`src/rtl/fifo_uart_tx.sv`:
```
// Drain stage for the byte FIFO: pops one word at a time over the registered read port
// and serialises it as a UART frame. An empty FIFO is re-polled only after a back-off gap.
module fifo_uart_tx #(
    parameter int DATA_WIDTH   = 8,
    parameter int CLKS_PER_BIT = 16,
    parameter int STOP_BITS    = 1,
    parameter int POLL_GAP     = 4
) (
    input  logic                  clk,
    input  logic                  reset,
    input  logic                  enable,
    output logic                  fifo_rd_en,
    input  logic [DATA_WIDTH-1:0] fifo_rd_data,
    input  logic                  fifo_rd_val,
    output logic                  tx,
    output logic                  busy,
    output logic                  byte_done
);

    // state   | meaning
    // IDLE    | line idle, waiting for enable
    // REQ     | read strobe to FIFO this cycle
    // WAIT    | FIFO read data/valid present, decide frame or back-off
    // START   | start bit (tx low)
    // DATA    | data bits, LSB first
    // STOP    | stop bit(s), byte_done on the final cycle
    // BACKOFF | FIFO was empty, hold off before the next poll
    typedef enum logic [2:0] {
        IDLE,
        REQ,
        WAIT,
        START,
        DATA,
        STOP,
        BACKOFF
    } state_t;

    localparam int BAUD_W = $clog2(CLKS_PER_BIT);
    localparam int BIT_W  = $clog2(DATA_WIDTH + 1);
    localparam int GAP_W  = $clog2(POLL_GAP + 1);

    localparam logic [BAUD_W-1:0] BAUD_LAST = BAUD_W'(CLKS_PER_BIT - 1);
    localparam logic [BIT_W-1:0]  DATA_LAST = BIT_W'(DATA_WIDTH - 1);
    localparam logic [BIT_W-1:0]  STOP_LAST = BIT_W'(STOP_BITS - 1);
    localparam logic [GAP_W-1:0]  GAP_LAST  = GAP_W'(POLL_GAP - 1);

    state_t                state, state_nxt;
    logic [BAUD_W-1:0]     baud_cnt, baud_nxt;
    logic [BIT_W-1:0]      bit_idx, bit_nxt;
    logic [GAP_W-1:0]      gap_cnt, gap_nxt;
    logic [DATA_WIDTH-1:0] shift_reg, shift_nxt;
    logic                  baud_last;
    logic                  tx_nxt;
    logic                  busy_nxt;
    logic                  rd_en_nxt;
    logic                  done_nxt;

    always_ff @(posedge clk or posedge reset) begin
        if (reset) begin
            state      <= IDLE;
            baud_cnt   <= '0;
            bit_idx    <= '0;
            gap_cnt    <= '0;
            shift_reg  <= '0;
            tx         <= 1'b1;
            busy       <= 1'b0;
            fifo_rd_en <= 1'b0;
            byte_done  <= 1'b0;
        end else begin
            state      <= state_nxt;
            baud_cnt   <= baud_nxt;
            bit_idx    <= bit_nxt;
            gap_cnt    <= gap_nxt;
            shift_reg  <= shift_nxt;
            tx         <= tx_nxt;
            busy       <= busy_nxt;
            fifo_rd_en <= rd_en_nxt;
            byte_done  <= done_nxt;
        end
    end

    always_comb begin
        state_nxt = state;
        baud_nxt  = baud_cnt;
        bit_nxt   = bit_idx;
        gap_nxt   = gap_cnt;
        shift_nxt = shift_reg;
        baud_last = (baud_cnt == BAUD_LAST);

        case (state)
            IDLE: begin
                if (enable) state_nxt = REQ;
            end
            REQ: begin
                state_nxt = WAIT;
            end
            WAIT: begin
                if (fifo_rd_val) begin
                    shift_nxt = fifo_rd_data;
                    baud_nxt  = '0;
                    state_nxt = START;
                end else begin
                    gap_nxt   = '0;
                    state_nxt = BACKOFF;
                end
            end
            START: begin
                if (baud_last) begin
                    baud_nxt  = '0;
                    bit_nxt   = '0;
                    state_nxt = DATA;
                end else begin
                    baud_nxt = baud_cnt + 1'b1;
                end
            end
            DATA: begin
                if (baud_last) begin
                    baud_nxt  = '0;
                    shift_nxt = shift_reg >> 1;
                    if (bit_idx == DATA_LAST) begin
                        bit_nxt   = '0;
                        state_nxt = STOP;
                    end else begin
                        bit_nxt = bit_idx + 1'b1;
                    end
                end else begin
                    baud_nxt = baud_cnt + 1'b1;
                end
            end
            STOP: begin
                if (baud_last) begin
                    baud_nxt = '0;
                    if (bit_idx == STOP_LAST) begin
                        bit_nxt   = '0;
                        state_nxt = enable ? REQ : IDLE;
                    end else begin
                        bit_nxt = bit_idx + 1'b1;
                    end
                end else begin
                    baud_nxt = baud_cnt + 1'b1;
                end
            end
            BACKOFF: begin
                if (gap_cnt == GAP_LAST) begin
                    state_nxt = IDLE;
                end else begin
                    gap_nxt = gap_cnt + 1'b1;
                end
            end
            default: begin
                state_nxt = IDLE;
            end
        endcase

        // Outputs are decoded from the next-state values so the registers line up with the state.
        tx_nxt = 1'b1;
        if (state_nxt == START) begin
            tx_nxt = 1'b0;
        end else if (state_nxt == DATA) begin
            tx_nxt = shift_nxt[0];
        end
        busy_nxt  = (state_nxt == START) || (state_nxt == DATA) || (state_nxt == STOP);
        rd_en_nxt = (state_nxt == REQ);
        done_nxt  = (state_nxt == STOP) && (baud_nxt == BAUD_LAST) && (bit_nxt == STOP_LAST);
    end

endmodule

```
`config.mk`:
```
export PLATFORM = sky130hd
export DESIGN_NAME = fifo_uart_tx
export DESIGN_NICKNAME = d
export VERILOG_FILES = /design/src/rtl/fifo_uart_tx.sv
export SDC_FILE = /design/constraint.sdc
export NUM_CORES = 1
export LEC_CHECK = 0
export ABC_AREA = 1
export CORE_ASPECT_RATIO = 1.25
export CORE_MARGIN = 2
export CORE_UTILIZATION = 62
export CTS_BUF_LIST = sky130_fd_sc_hd__clkbuf_2 sky130_fd_sc_hd__clkbuf_4 sky130_fd_sc_hd__clkbuf_8
export DETAILED_ROUTE_END_ITERATION = 10
export GPL_TIMING_DRIVEN = 0
export MAX_ROUTING_LAYER = met4
export PLACE_DENSITY_LB_ADDON = 0.1
export SYNTH_ARGS = -nofsm -noshare
export SYNTH_HDL_FRONTEND = slang
export SYNTH_SLANG_ARGS = --single-unit
```
`constraint.sdc`:
```
create_clock -name clk -period 3.51 [get_ports clk]
set_clock_uncertainty 0.1 [all_clocks]
set_input_delay 0.351 -clock clk [delete_from_list [all_inputs] [get_ports clk]]
set_output_delay 0.351 -clock clk [all_outputs]
set_load 0.01 [all_outputs]
```
==> impl_results.md <==
- Starting Density: 66.48%
- Leakage: 0.0009269 uW
- Die area: 2834 sq um
- Layout cell share with drive strength beyond 1: under 10%
- CTS clk-pin slew, worst paths: between 0.1 and 0.15 ns
- Mapped Nets: 222
- Via count: about 1400
- Post-Syn Area: ~1500 sq um
- CP endpoint kind: flip-flop
- Peak VDD IR: about 0.00052 V
- Mux contribution to synthesized area: 0%
- Final Net Count: about 240
- Hold_buf cts: 0
- Dpl hpwl: about 2400 microns
- Setup ws final: between 1.5 and 2 ns
- Top-Level Pins: 16
- CP cell instances: ha_1 -> nand3_4 -> clkinv_2 -> a21oi_1 -> a21oi_1 -> a21boi_1
- Synth area leaders: dfrtp_1, nand2_1, nand3_1, inv_1, nor2_1
- Simple-Gate Fraction of Synth Area: a little over a third
- Register area share after synthesis: a little over two fifths
- CP top delay family: compound AO/OA/AOI/OAI gates
- XOR/XNOR Fraction of Synth Area: 0%
- Max clock buf depth: 2
- Ys Warns: 0
- WL/cell: roughly 12 microns
- Sum Neg Setup Slack: 0 ns
- GRT Overall Usage: between 20% and 30%
- Die height: a little under 60 microns
- Mapped Cells: a little over 200
- Avg Inst Size Synth: about 7.3 sq um
- Register area: 651.9 sq um
- Antenna violations before repair: 0
- WL final: roughly 3100 microns
- CP max stage delay: about 0.46 ns
- Crit path depth: 6
- Via density: roughly 5.3
- First-pass GRT wire length: 5340 microns
- Fmax: between 0.5 and 0.6 GHz
- Die width: 48.02 microns
- Arr. time, crit path: ~2.1 ns
- Hold Fails Final Rpt: 0
- H-tree levels: 1
- Final ANT Viol Nets: 0
- Worst hold path class: primary input to async pin
- Compound-Gate Fraction of Synth Area: ~8%
- Crit path buffers/inverters: 1
- Inst Count DP: 251
- Largest register FFs: 8
- Final cell count without fillers: roughly 260
- Top cell type by total area after synthesis: dfrtp_1
- WP data required: approximately 3.7 ns
- GR Overflow Total: 0
- Synth top area share: a little over two fifths
- Drt pass-1 iters: 6
- FILL cells: 183
- CP Max Fanout: 10
- Slew @ Worst Pin: 0.9510 ns
- CTS buffer count: 3
- Largest family of logic cells by synthesized area: simple AND/OR/NAND/NOR gates
- Post-synthesis register bit count: 26
- Max-slew violations: 0
- Synth Area in Adders: about 4.2%
- Relative slew slack: 36.53%
- Setup repair bufs after CTS: 0
- PD cells: between 600 and 700 nW/um^2
- Period Utilization, post-route: 55.79%
- Placer Congestion: between 0.8 and 0.9
- Diode count: 0
- R2R cell count: 6
- Vias in the first global route: between 1000 and 1500
- Core area: 2258 sq um
- CP max stage cell: dfrtp_1
- Most common cell on crit path: a21oi_1
- Area of the multi-input gates: ~720 sq um
- Final Core Density: roughly three quarters
- Clock Sink Count: 26
- Setup WS pre-CTS: between 1.5 and 2 ns
- # port buffers: 15
- Max_cap viols: 0
- Largest net degree at the start of global routing: 27
- Clock Latency Late Sink: ~0.34 ns
- Num rows: 19
- CTS tree: yes
- Post-route DRC: 0
- Root buffer cell: clkbuf_4
- Min Clock Period, post-route: between 1.5 and 2 ns
- Crit path kind: flip-flop to flip-flop
- Post-synthesis cell type count: 23
- PostCTS Resize Cnt: 0
- Initial DRC count: 42
- Status: complete, no violations
- Area delta synth->final: 15.00%
- CP startpoint kind: flip-flop
- RSZ-0062 raised after global routing: false
- Final setup viols: 0
## per-layer routing
| layer | global-route usage [%] | wire length (microns) |
|---|---|---|
| met5 | - | 0 |
| met4 | 12.36 | 83 |
| met3 | 2.134 | 67 |
| met2 | 42.29 | 1610 |
| met1 | 34.21 | 1350 |
## cells by family (layout without fill, tap and decap cells)
group | count (synthesis) | count (layout)
compound gates | 21 | 21
buf+inv | 31 | 50
flops | 26 | 26
fa+ha+maj | 5 | 5
simple gates | 122 | 122
## where the power goes
part / switching, uW / leakage (uW) / internal, uW
clock: 93.6 / 0.0000210 / 63.7
combinational: 332 / 0.000573 / 189
sequential: 85.2 / 0.000333 / 416
total: 511 / 0.000927 / 668
## stage by stage
step           instance area [sq um]  hold WS, ns  power (uW)
2_1_floorplan                   1501       0.2903       868.9
3_3_place_gp                    1690       0.3642       994.9
3_5_place_dp                    1690       0.3728        1026
4_1_cts                         1727       0.4072        1181
5_1_grt                         1727       0.4296        1270
6_report                        1727       0.4023        1179
## cell usage in the layout, fill, tap and decap left out
cell type and n:
a21boi_1 1, a21oi_1 4, buf_6 1, clkbuf_4 3, clkbuf_8 1, clkdlybuf4s50_1 15
clkinv_2 1, dfrtp_1 25, dfstp_2 1, ha_1 5, inv_1 27, inv_2 2
nand2_1 61, nand2_2 3, nand3_1 29, nand3_2 2, nand3_4 1, nand4_1 2
nor2_1 20, nor2_2 3, o211ai_1 2, o21ai_0 9, o21ai_1 2, o221ai_1 1
o22ai_1 2, or2_2 1
## cell usage after synthesis
library cell and number:
o211ai_1 2, inv_1 27, nor2_1 20, nand2_2 3, buf_6 1, dfrtp_1 25, a21oi_1 4, o221ai_1 1
a21boi_1 1, ha_1 5, nand3_1 29, dfstp_2 1, or2_2 1, inv_2 2, nand3_4 1, nor2_2 3
o21ai_1 2, nand3_2 2, nand2_1 61, o21ai_0 9, nand4_1 2, clkinv_2 1, o22ai_1 2
## layout make-up
class,count,area share (%)
plain buffers,1,0.6522
multi-input cells,148,41.96
well taps,31,2.246
inverters,30,6.594
clock buffers,4,2.101
repair buffers,15,8.696
flip-flops and latches,26,37.75
## path summary, 6_finish.rpt
| path | start | to | slack, ns |
|---|---|---|---|
| setup / recovery | baud_cnt[0]$_DFF_PP0_ | tx$_DFF_PP1_ | 1.55 |
| hold / removal | reset | busy$_DFF_PP0_ | 0.40 |
| setup reg to reg | baud_cnt[0]$_DFF_PP0_ | tx$_DFF_PP1_ | 1.55 |
| hold reg to reg | shift_reg[0]$_DFF_PP0_ | shift_reg[0]$_DFF_PP0_ | 0.40 |
| max in group asynchronous | reset | baud_cnt[0]$_DFF_PP0_ | 2.33 |
| min in group clk | shift_reg[0]$_DFF_PP0_ | shift_reg[0]$_DFF_PP0_ | 0.40 |
(Power assumes the default switching activity.)
